--- src/rtl/decode_issue_ctrl.sv ---
// Decode-stage issue controller: holds one fetched instruction, checks its
// sources against a per-register pending-writeback scoreboard and issues it
// to execute over a valid/ready handshake when no RAW hazard exists.
module decode_issue_ctrl #(
  parameter int NUM_REGS     = 32,
  parameter int MAX_INFLIGHT = 3
) (
  input  logic                clk_i,
  input  logic                rstn_i,
  input  logic                if_valid_i,
  output logic                if_ready_o,
  input  logic [31:0]         instr_i,
  input  logic [4:0]          rs1_i,
  input  logic [4:0]          rs2_i,
  input  logic [4:0]          rd_i,
  input  logic                use_rs1_i,
  input  logic                use_rs2_i,
  input  logic                wr_rd_i,
  output logic                issue_valid_o,
  input  logic                issue_ready_i,
  output logic [31:0]         instr_o,
  output logic [4:0]          rd_o,
  output logic                wr_rd_o,
  input  logic                wb_valid_i,
  input  logic [4:0]          wb_rd_i,
  input  logic                flush_i,
  output logic                stall_o,
  output logic [NUM_REGS-1:0] pending_o,
  output logic                wb_err_o
);

  localparam int CW = $clog2(MAX_INFLIGHT + 1);
  localparam int RW = 5;

  // Decode slot contents
  logic          held_valid_q, held_valid_d;
  logic [31:0]   instr_q, instr_d;
  logic [RW-1:0] rs1_q, rs1_d, rs2_q, rs2_d, rd_q, rd_d;
  logic          use_rs1_q, use_rs1_d, use_rs2_q, use_rs2_d, wr_rd_q, wr_rd_d;

  // Outstanding-write scoreboard; entry 0 is never incremented, so it stays 0
  logic [CW-1:0] cnt_q [NUM_REGS];
  logic [CW-1:0] cnt_d [NUM_REGS];
  logic          wb_err_q, wb_err_d;

  logic hazard, issue, accept, wb_dec;

  // Hazard check and handshake, using only the registered counters
  always_comb begin
    hazard = (use_rs1_q && (rs1_q != '0) && (cnt_q[rs1_q] != '0)) ||
             (use_rs2_q && (rs2_q != '0) && (cnt_q[rs2_q] != '0)) ||
             (wr_rd_q   && (rd_q  != '0) && (cnt_q[rd_q] == CW'(MAX_INFLIGHT)));
    issue_valid_o = held_valid_q && !hazard && !flush_i;
    stall_o       = held_valid_q && hazard;
    issue         = issue_valid_o && issue_ready_i;
    if_ready_o    = !held_valid_q || issue || flush_i;
    accept        = if_valid_i && if_ready_o;
    wb_dec        = wb_valid_i && (wb_rd_i != '0) && (cnt_q[wb_rd_i] != '0);
  end

  // Slot next state: flush wins and drops any same-cycle accept
  always_comb begin
    // NOTE: every combinational output gets a default first so no path
    // through the branches leaves it unassigned and infers a latch.
    held_valid_d = held_valid_q;
    instr_d      = instr_q;
    rs1_d        = rs1_q;
    rs2_d        = rs2_q;
    rd_d         = rd_q;
    use_rs1_d    = use_rs1_q;
    use_rs2_d    = use_rs2_q;
    wr_rd_d      = wr_rd_q;
    if (flush_i) begin
      held_valid_d = 1'b0;
    end else if (accept) begin
      held_valid_d = 1'b1;
      instr_d      = instr_i;
      rs1_d        = rs1_i;
      rs2_d        = rs2_i;
      rd_d         = rd_i;
      use_rs1_d    = use_rs1_i;
      use_rs2_d    = use_rs2_i;
      wr_rd_d      = wr_rd_i;
    end else if (issue) begin
      held_valid_d = 1'b0;
    end
  end

  // Counter next state: +1 on issuing a write, -1 on a legal writeback
  always_comb begin
    cnt_d    = cnt_q;
    wb_err_d = wb_err_q || (wb_valid_i && (wb_rd_i != '0) && (cnt_q[wb_rd_i] == '0));
    for (int r = 1; r < NUM_REGS; r++) begin
      if ((issue && wr_rd_q && (rd_q == RW'(r))) && !(wb_dec && (wb_rd_i == RW'(r))))
        cnt_d[r] = cnt_q[r] + CW'(1);
      else if (!(issue && wr_rd_q && (rd_q == RW'(r))) && (wb_dec && (wb_rd_i == RW'(r))))
        cnt_d[r] = cnt_q[r] - CW'(1);
    end
  end

  // Slot registers
  always_ff @(posedge clk_i or negedge rstn_i) begin
    if (!rstn_i) begin
      held_valid_q <= 1'b0;
      instr_q      <= '0;
      rs1_q        <= '0;
      rs2_q        <= '0;
      rd_q         <= '0;
      use_rs1_q    <= 1'b0;
      use_rs2_q    <= 1'b0;
      wr_rd_q      <= 1'b0;
    end else begin
      // NOTE: non-blocking assignments so every register samples the
      // pre-edge value of its inputs regardless of statement order.
      held_valid_q <= held_valid_d;
      instr_q      <= instr_d;
      rs1_q        <= rs1_d;
      rs2_q        <= rs2_d;
      rd_q         <= rd_d;
      use_rs1_q    <= use_rs1_d;
      use_rs2_q    <= use_rs2_d;
      wr_rd_q      <= wr_rd_d;
    end
  end

  // Scoreboard registers and sticky error flag
  always_ff @(posedge clk_i or negedge rstn_i) begin
    if (!rstn_i) begin
      // NOTE: the counter array is reset, unlike a data RAM, because a stale
      // count would create a phantom hazard or a false writeback error.
      for (int r = 0; r < NUM_REGS; r++) cnt_q[r] <= '0;
      wb_err_q <= 1'b0;
    end else begin
      cnt_q    <= cnt_d;
      wb_err_q <= wb_err_d;
    end
  end

  // Output view of the held instruction and the scoreboard
  always_comb begin
    instr_o   = instr_q;
    rd_o      = rd_q;
    wr_rd_o   = wr_rd_q;
    wb_err_o  = wb_err_q;
    pending_o = '0;
    for (int r = 1; r < NUM_REGS; r++) pending_o[r] = (cnt_q[r] != '0);
  end

endmodule

--- config.mk ---
export PLATFORM = sky130hd
export DESIGN_NAME = decode_issue_ctrl
export DESIGN_NICKNAME = d
export VERILOG_FILES = /design/src/rtl/decode_issue_ctrl.sv
export SDC_FILE = /design/constraint.sdc
export NUM_CORES = 1
export LEC_CHECK = 0
export ABC_AREA = 1
export CAP_MARGIN = 20
export CORE_MARGIN = 2
export CORE_UTILIZATION = 40
export CTS_BUF_LIST = sky130_fd_sc_hd__clkbuf_4 sky130_fd_sc_hd__clkbuf_8 sky130_fd_sc_hd__clkbuf_16
export CTS_CLUSTER_SIZE = 12
export DETAILED_ROUTE_END_ITERATION = 10
export SETUP_SLACK_MARGIN = 0.5
export SLEW_MARGIN = 0
export SYNTH_ARGS = -nofsm -noshare
export SYNTH_HDL_FRONTEND = slang
export SYNTH_SLANG_ARGS = --single-unit
--- constraint.sdc ---
create_clock -name clk_i -period 3.3 [get_ports clk_i]
set_input_delay 0.66 -clock clk_i [delete_from_list [all_inputs] [get_ports clk_i]]
set_output_delay 0.66 -clock clk_i [all_outputs]
set_load 0.02 [all_outputs]
==> key figures, run 1 <==
Run status
  • Outcome: finished, final reports clean

Timing
  • Hold Fails Final Rpt: 0
  • Fmax: 335 MHz
  • Final setup viols: 0
  • Period utilization: about nine tenths
  • Final worst path period need: roughly 3000 ps
  • Worst Skew: 12.5 ps
  • RSZ-0062 raised after global routing: yes
  • Least-Margin Pin Slew: 672 ps
  • Max-slew headroom: 55.2%
  • Slew Viols, Final: 0

Floorplanning
  • Row cnt: roughly 50
  • Chip Width: between 100 and 150 µm
  • Die area: 19700 µm²
  • Initial core utilization: 41.1%
  • Die Height: 140 µm
  • IO Count: ~140
  • Core Area: 18100 µm²

Critical path
  • WS Path Type: reg -> out
  • CP bufs+invs: 2
  • CP arrival: 2320 ps
  • CP max stage delay: 450 ps
  • Setup crit start kind: flip-flop
  • Crit-path leading delay family: simple AND/OR/NAND/NOR gates
  • Required time worst endpoint: 2640 ps
  • Critical Path End Type: output port
  • Max FO, Critical Path: 26
  • CP most frequent cell: nand2_1
  • Critical-path cell list: buf_12, nand2_1, o21ai_1, nand2_1, nand2_1, nand2_1, nand2_1, o21ai_1, nand2_1, nand3_2, nand3_4, nor2_4, buf_6
  • CP max stage cell: dfrtp_2

Cells and area
  • Final design utilization: 57.7%
  • Multi-input gate area: 4090 µm²
  • Nets: 1368
  • Layout cell share with drive strength beyond 1: 14.0%
  • Final instance area: roughly 10000 µm²
  • Area Growth Syn to Fin: 40.5%
  • Filler Cell Count: about 1700
  • Ant. Diodes: 0
  • Sequential cell area: 2850 µm²

Clocking
  • Clk buf depth: 2
  • CTS root buf: clkbuf_16
  • H-tree depth: 4
  • CTS Buf Count: 17
  • Worst-path clk slew: 60 ps
  • Cts hold-fix bufs: 0
  • Clock sink total: 114
  • Skew-Pair Late Insertion Delay: approximately 420 ps
  • CTS tree: done

Power and ir drop
  • Switching Share: a little over 40%
  • P per Cell Area: 725 nW/µm²
  • Sequential power share: 29.3%
  • Clock network power share: 25.6%
  • Leak: 5.11 nW
  • Logic pwr share: 45.1%
  • Switch Pwr: just over 3 mW
  • Worst ir drop on vdd: around 0.36 mV
  • Internal: 4.47 mW
  • Tot Pwr: between 7 and 8 mW

Job
  • Total of max-cap violations: 0

Route
  • DRT iter0 DRCs: 403
  • Drt total wl: around 25 mm
  • Antenna viol nets, final: 0
  • Via count: roughly 7600
  • Drt via density: 5.00
  • Per-cell routed wire length: 16.3 µm
  • Pre-antenna DRT Iters: 4
  • DRC errors left: 0

Yosys
  • Ys flop type: dfrtp_1
  • Number of distinct library cells after synthesis: 35
  • Post-Syn Area per Cell: 7.05 µm²
  • Synthesized cell area: 7430 µm²
  • Syn Nets: 1146
  • #FFs+latches synth: 114
  • Asr flop ratio synth: 100%
  • Seq/Total Area, Yosys: roughly 38%
  • Number of synthesized flops with an enable pin: 0
  • Post-synthesis cell count: ~1100
  • Synth warnings: 0

Global route
  • Pin count of the biggest net entering global routing: 52
  • First-pass GRT wire length: 40.1 mm
  • Gr ovfl total: 0
  • GRT Util Overall: 26.1%
  • Number of global-route vias before repair: 7471
  • Initial antenna violation count: 0

Placed design
  • Placement Cell Area: 9700 µm²
  • Gpl congestion: 0.943
  • Buffers on Ports: 133
  • HPWL Detailed: 18.5 mm

Hold path
  • Hold WC Path Type: in -> async
## synthesized netlist by cell type, drive strengths merged (3+ instances only)
library cell | count | area share, %
nand4 | 3 | 0.42
buf | 24 | 2.4
dfrtp | 114 | 38
a21oi | 47 | 3.2
nor2 | 121 | 6.2
nand3 | 89 | 6.1
clkbuf | 11 | 0.56
inv | 106 | 5.4
o21ai | 59 | 4.0
ha | 31 | 5.2
o22ai | 8 | 0.67
nand2 | 364 | 18
xnor2 | 49 | 5.8
xor2 | 13 | 1.5
## power by group through the flow
stage	clock network, mW	logic [mW]	registers [mW]
after CTS	1.96	3.41	2.22
after global routing	2.02	3.70	2.29
after global placement	0	3.35	2.22
after floorplan	0	1.71	2.23
final	1.93	3.41	2.22
after detailed placement	0	3.36	2.21
## cells by family (layout without fill, tap and decap cells)
group / Yosys count / count (layout) / synth area share [%]
other cells: 1 / 1 / 0.0505
xor+xnor: 62 / 62 / 7.31
fa+ha+maj: 31 / 31 / 5.22
simple gates: 581 / 581 / 31.6
compound gates: 124 / 124 / 9.06
flops: 114 / 114 / 38.4
buf+inv: 141 / 376 / 8.35
## worst paths after layout
kind,depth (start not counted),to,from,slack [ps]
min in group clk_i,2,instr_o[16]$_DFFE_PN0P_,instr_o[16]$_DFFE_PN0P_,470
max in group asynchronous,2,cnt_q[44]$_DFFE_PN0P_,rstn_i,2270
worst min-delay path,1,cnt_q[24]$_DFFE_PN0P_,rstn_i,270
worst max register to register,19,cnt_q[7]$_DFFE_PN0P_,rd_o[0]$_DFFE_PN0P_,350
worst max-delay path,13,issue_valid_o,rd_o[0]$_DFFE_PN0P_,320
worst min register to register,2,instr_o[16]$_DFFE_PN0P_,instr_o[16]$_DFFE_PN0P_,470
## worst reg2reg max path: stages (launching register included)
cell and delay, ps:
dfrtp_2 450, buf_12 180, nand2_1 90, o21ai_1 80
nand2_1 70, nand2_1 60, nand2_1 100, nand2_1 80
o21ai_1 120, nand2_1 70, nand3_2 120, nand3_4 110
nor2_4 210, nand4_4 130, buf_12 180, nor2_1 120
ha_1 270, a21oi_2 140, o21ai_1 90, xor2_1 150
## state kept, by name (all words and copies together) (netlist names)
register	count
rs2_q	5
use_rs2_q	1
rd_o	5
use_rs1_q	1
rs1_q	5
wr_rd_o	1
cnt_q	62
instr_o	32
wb_err_o	1
held_valid_q	1
## placed cells by master, fill, tap and decap left out, types with 3 or more instances in the layout
master / instances
inv_6: 5
o22ai_1: 8
inv_1: 104
o21ai_1: 37
xnor2_1: 47
nor2_2: 15
nand2_1: 361
bufinv_16: 3
a21oi_1: 45
nand3_1: 86
buf_12: 5
buf_6: 5
buf_4: 98
o21ai_0: 20
ha_1: 30
clkbuf_16: 17
xor2_1: 13
dfrtp_1: 113
nor2_1: 104
clkdlybuf4s50_1: 127
## area by class of cell
cell class | count | share of cell area [%]
clock buffers | 18 | 4.15
inverters | 106 | 3.84
repair buffers | 238 | 21.0
multi-input cells | 799 | 39.2
well taps | 229 | 2.75
flip-flops and latches | 114 | 27.4
clock inverters | 14 | 1.69
## metal layers
metal  vias up  track usage, %  wire length (µm)
li1       3769               -                 -
met1      3508            33.9             10700
met2       267            42.2             11500
met3        47            6.15              1770
met4         0            10.2               800
met5         -               0                 0
## what timing repair did
action,4_1_cts,5_1_grt
buffers inserted,1,0
pin swaps,2,3
gates resized for setup,42,29
cloned,1,0
setup endpoints to repair,67,116
## through the flow
step,TNS [ps],setup WS (ps),hold WS (ps),instances
detailed placement,-1490,-100,457,1484
global placement,-316,-39.1,452,1484
finish,0,317,272,1518
global route,0,164,319,1518
CTS,0,310,292,1518
floorplan,0,503,364,1054
(Power assumes the default switching activity.)
==> run 2: changes to the inputs <==
--- a/config.mk
+++ b/config.mk
@@ -8,10 +8,12 @@
 export ABC_AREA = 1
 export CAP_MARGIN = 20
 export CORE_MARGIN = 2
-export CORE_UTILIZATION = 40
+export CORE_UTILIZATION = 45
 export CTS_BUF_LIST = sky130_fd_sc_hd__clkbuf_4 sky130_fd_sc_hd__clkbuf_8 sky130_fd_sc_hd__clkbuf_16
 export CTS_CLUSTER_SIZE = 12
 export DETAILED_ROUTE_END_ITERATION = 10
+export GPL_ROUTABILITY_DRIVEN = 1
+export PLACE_DENSITY = 0.7
 export SETUP_SLACK_MARGIN = 0.5
 export SLEW_MARGIN = 0
 export SYNTH_ARGS = -nofsm -noshare
==> constraint.sdc (replaced) <==
create_clock -name clk_i -period 2.9 [get_ports clk_i]
set_input_delay 0.58 -clock clk_i [delete_from_list [all_inputs] [get_ports clk_i]]
set_output_delay 0.58 -clock clk_i [all_outputs]
set_load 0.02 [all_outputs]
==> run 2 against run 1 <==
The flow now finishes with violations (negative setup slack). Clock skew shrank 2.8 ps. Total power grew 26%. Die area shrank 11%. Sequential power grew 9%. Setup slack lost 450 ps. Critical endpoint is now cnt_q[17]$_DFFE_PN0P_.
==> key figures, run 2 (synthesis results as in run 1) <==
Timing
  • Final setup viols: 43 (+43)
  • Max-slew headroom: 59.5% (+4.3 points)
  • Slew Viols, Final: 0 (unchanged)
  • Worst Skew: 9.71 ps (-2.78 ps)
  • Period utilization: 105%
  • Hold Fails Final Rpt: 0 (unchanged)
  • RSZ-0062 raised after global routing: yes
  • Final worst path period need: 3040 ps
  • Fmax: 329 MHz
  • Final worst slack: -135 ps (-452 ps)
  • Hold_ws: 165 ps (-107 ps)
  • Least-Margin Pin Slew: 607 ps (-64.9 ps)

Clocking
  • Clk buf depth: 2 (unchanged)
  • Worst-path clk slew: 60 ps (about the same)
  • CTS Buf Count: 17 (unchanged)
  • H-tree depth: 4 (unchanged)
  • Clock sink total: 114 (unchanged)
  • Cts hold-fix bufs: 0 (unchanged)
  • CTS root buf: clkbuf_16
  • Skew-Pair Late Insertion Delay: 430 ps (about the same)
  • CTS tree: done

Cells and area
  • Layout cell share with drive strength beyond 1: 23.7% (+9.7 points)
  • Area Growth Syn to Fin: 55.7%
  • Biggest register: cnt_q
  • Max reg flops: 62 (unchanged)
  • Final instance area: 11600 µm² (+11%)
  • Final design utilization: 72.3% (+15 points)
  • Nets: 1463 (+6.9%)
  • Ant. Diodes: 0 (unchanged)
  • Most frequent cells in the layout: nand2_1, buf_4, clkdlybuf4s50_1
  • Commonest non-fill, non-tap cell in the layout: nand2_1

Power and ir drop
  • Leak: 5.69 nW (+11%)
  • Worst ir drop on vdd: 0.478 mV (+34%)
  • P per Cell Area: 825 nW/µm² (+14%)

Floorplanning
  • IO Count: 135 (unchanged)
  • Initial core utilization: 46.4% (+5.4 points)
  • Die Height: 132 µm (-5.6%)
  • Chip Width: 132 µm (-5.6%)
  • Die area: 17600 µm² (-11%)
  • Row cnt: 46 (-6.1%)
  • Core Area: 16000 µm² (-12%)

Global route
  • GRT Util Overall: 31.6% (+5.5 points)
  • Number of global-route vias before repair: 8418 (+13%)
  • Gr ovfl total: 0 (unchanged)
  • Initial antenna violation count: 0 (unchanged)
  • First-pass GRT wire length: 43.2 mm (+7.7%)
  • Pin count of the biggest net entering global routing: 43 (-17%)

Placed design
  • HPWL Detailed: 20.0 mm (+8.1%)
  • Placement Cell Area: 10500 µm² (+7.8%)
  • Pre-CTS setup slack: -442 ps (-342 ps)
  • Buffers on Ports: 133 (unchanged)
  • Gpl congestion: 1.01 (+7.3%)

Route
  • Antenna viol nets, final: 0 (unchanged)
  • Per-cell routed wire length: 17.1 µm (+5.1%)
  • DRT iter0 DRCs: 781 (+94%)
  • Via count: 8318 (+9.6%)
  • Pre-antenna DRT Iters: 6 (+2)
  • Drt via density: 5.20 (+4.0%)
  • DRC errors left: 0 (unchanged)
  • Drt total wl: 27.4 mm (+11%)

Critical path
  • CP max stage cell: dfrtp_2
  • Max FO, Critical Path: 8 (-69%)
  • Critical Path End Type: flip-flop
  • CP most frequent cell: nand2_1
  • WS Path Type: reg -> reg
  • CP max stage delay: 460 ps (about the same)
  • Critical-path cell list: buf_4, nand2_1, nand2_1, nand2_1, nand2_1, nand2_1, nand2_1, o21ai_1, nand2_1, nand3_2, nand3_4, nor2_4, buf_12, nand4_4, clkbuf_16, nor2_4, ha_4, a21oi_2, o21ai_1, xnor2_1
  • Required time worst endpoint: 3200 ps (+560 ps)
  • CP arrival: 3340 ps (+1020 ps)
  • Setup crit start kind: flip-flop

Job
  • Total of max-cap violations: 0 (unchanged)

Run status
  • Outcome: complete, but fails checks
  • Failing checks: negative setup slack

Hold path
  • Hold WC Path Type: in -> async
==> run 2: repair_timing <==
action	4_1_cts	5_1_grt
setup endpoints to repair	127	132
gates resized for setup	100	28
setup buffers	1	1
gates cloned	0	1
pin swaps	2	1
==> run 2: critical path: cells and delay by family (launching register included) <==
kind            cells  cell delay [ps]
buf+inv             3              560
flops               1              460
xor+xnor            1              130
fa+ha+maj           1              210
compound gates      3              330
simple gates       12             1190
==> run 2: cell type report <==
| cell class | instances | area, µm² |
|---|---|---|
| fill | 1306 | 4430 |
| timing repair buffer | 333 | 2990 |
| clock inverter | 14 | 180 |
| clock buffer | 18 | 433 |
| sequential | 114 | 2860 |
| tap | 216 | 270 |
| multi-input combinational | 799 | 4440 |
| inverter | 106 | 398 |
==> run 2: metal layers <==
metal	track usage, %	share of wire [%]	up-vias
li1	-	-	3974
met2	51.6	46	402
met4	16.1	4.8	0
met5	0	0	-
met3	8.24	8.8	96
met1	38.6	40	3846
==> run 2: through the flow <==
step | power, mW | TNS, ps | std cells
after floorplan | 4.50 | 0 | 1054
after global placement | 7.07 | -20640 | 1565
after detailed placement | 7.13 | -20370 | 1565
after CTS | 9.46 | 0 | 1598
after global routing | 10.0 | -9430 | 1600
final | 9.54 | -2620 | 1600
==> run 2: where the power goes <==
part / leakage [nW] / internal [mW] / switching (mW) / total (mW)
Combinational: 3.99 / 2.22 / 2.68 / 4.90
Clock: 0.295 / 1.37 / 0.848 / 2.22
Sequential: 1.40 / 2.07 / 0.356 / 2.42
==> run 2: worst paths after layout <==
path                                          from                 endpoint  slack, ps  cells after the start
min                                         rstn_i    cnt_q[34]$_DFFE_PN0P_        160                      1
min reg2reg                instr_o[29]$_DFFE_PN0P_  instr_o[29]$_DFFE_PN0P_        470                      2
max in group asynchronous                   rstn_i     rs2_q[1]$_DFFE_PN0P_       2100                      2
max reg2reg                    rd_o[0]$_DFFE_PN0P_    cnt_q[17]$_DFFE_PN0P_       -140                     20
min in group clk_i         instr_o[29]$_DFFE_PN0P_  instr_o[29]$_DFFE_PN0P_        470                      2
max                            rd_o[0]$_DFFE_PN0P_    cnt_q[17]$_DFFE_PN0P_       -140                     20
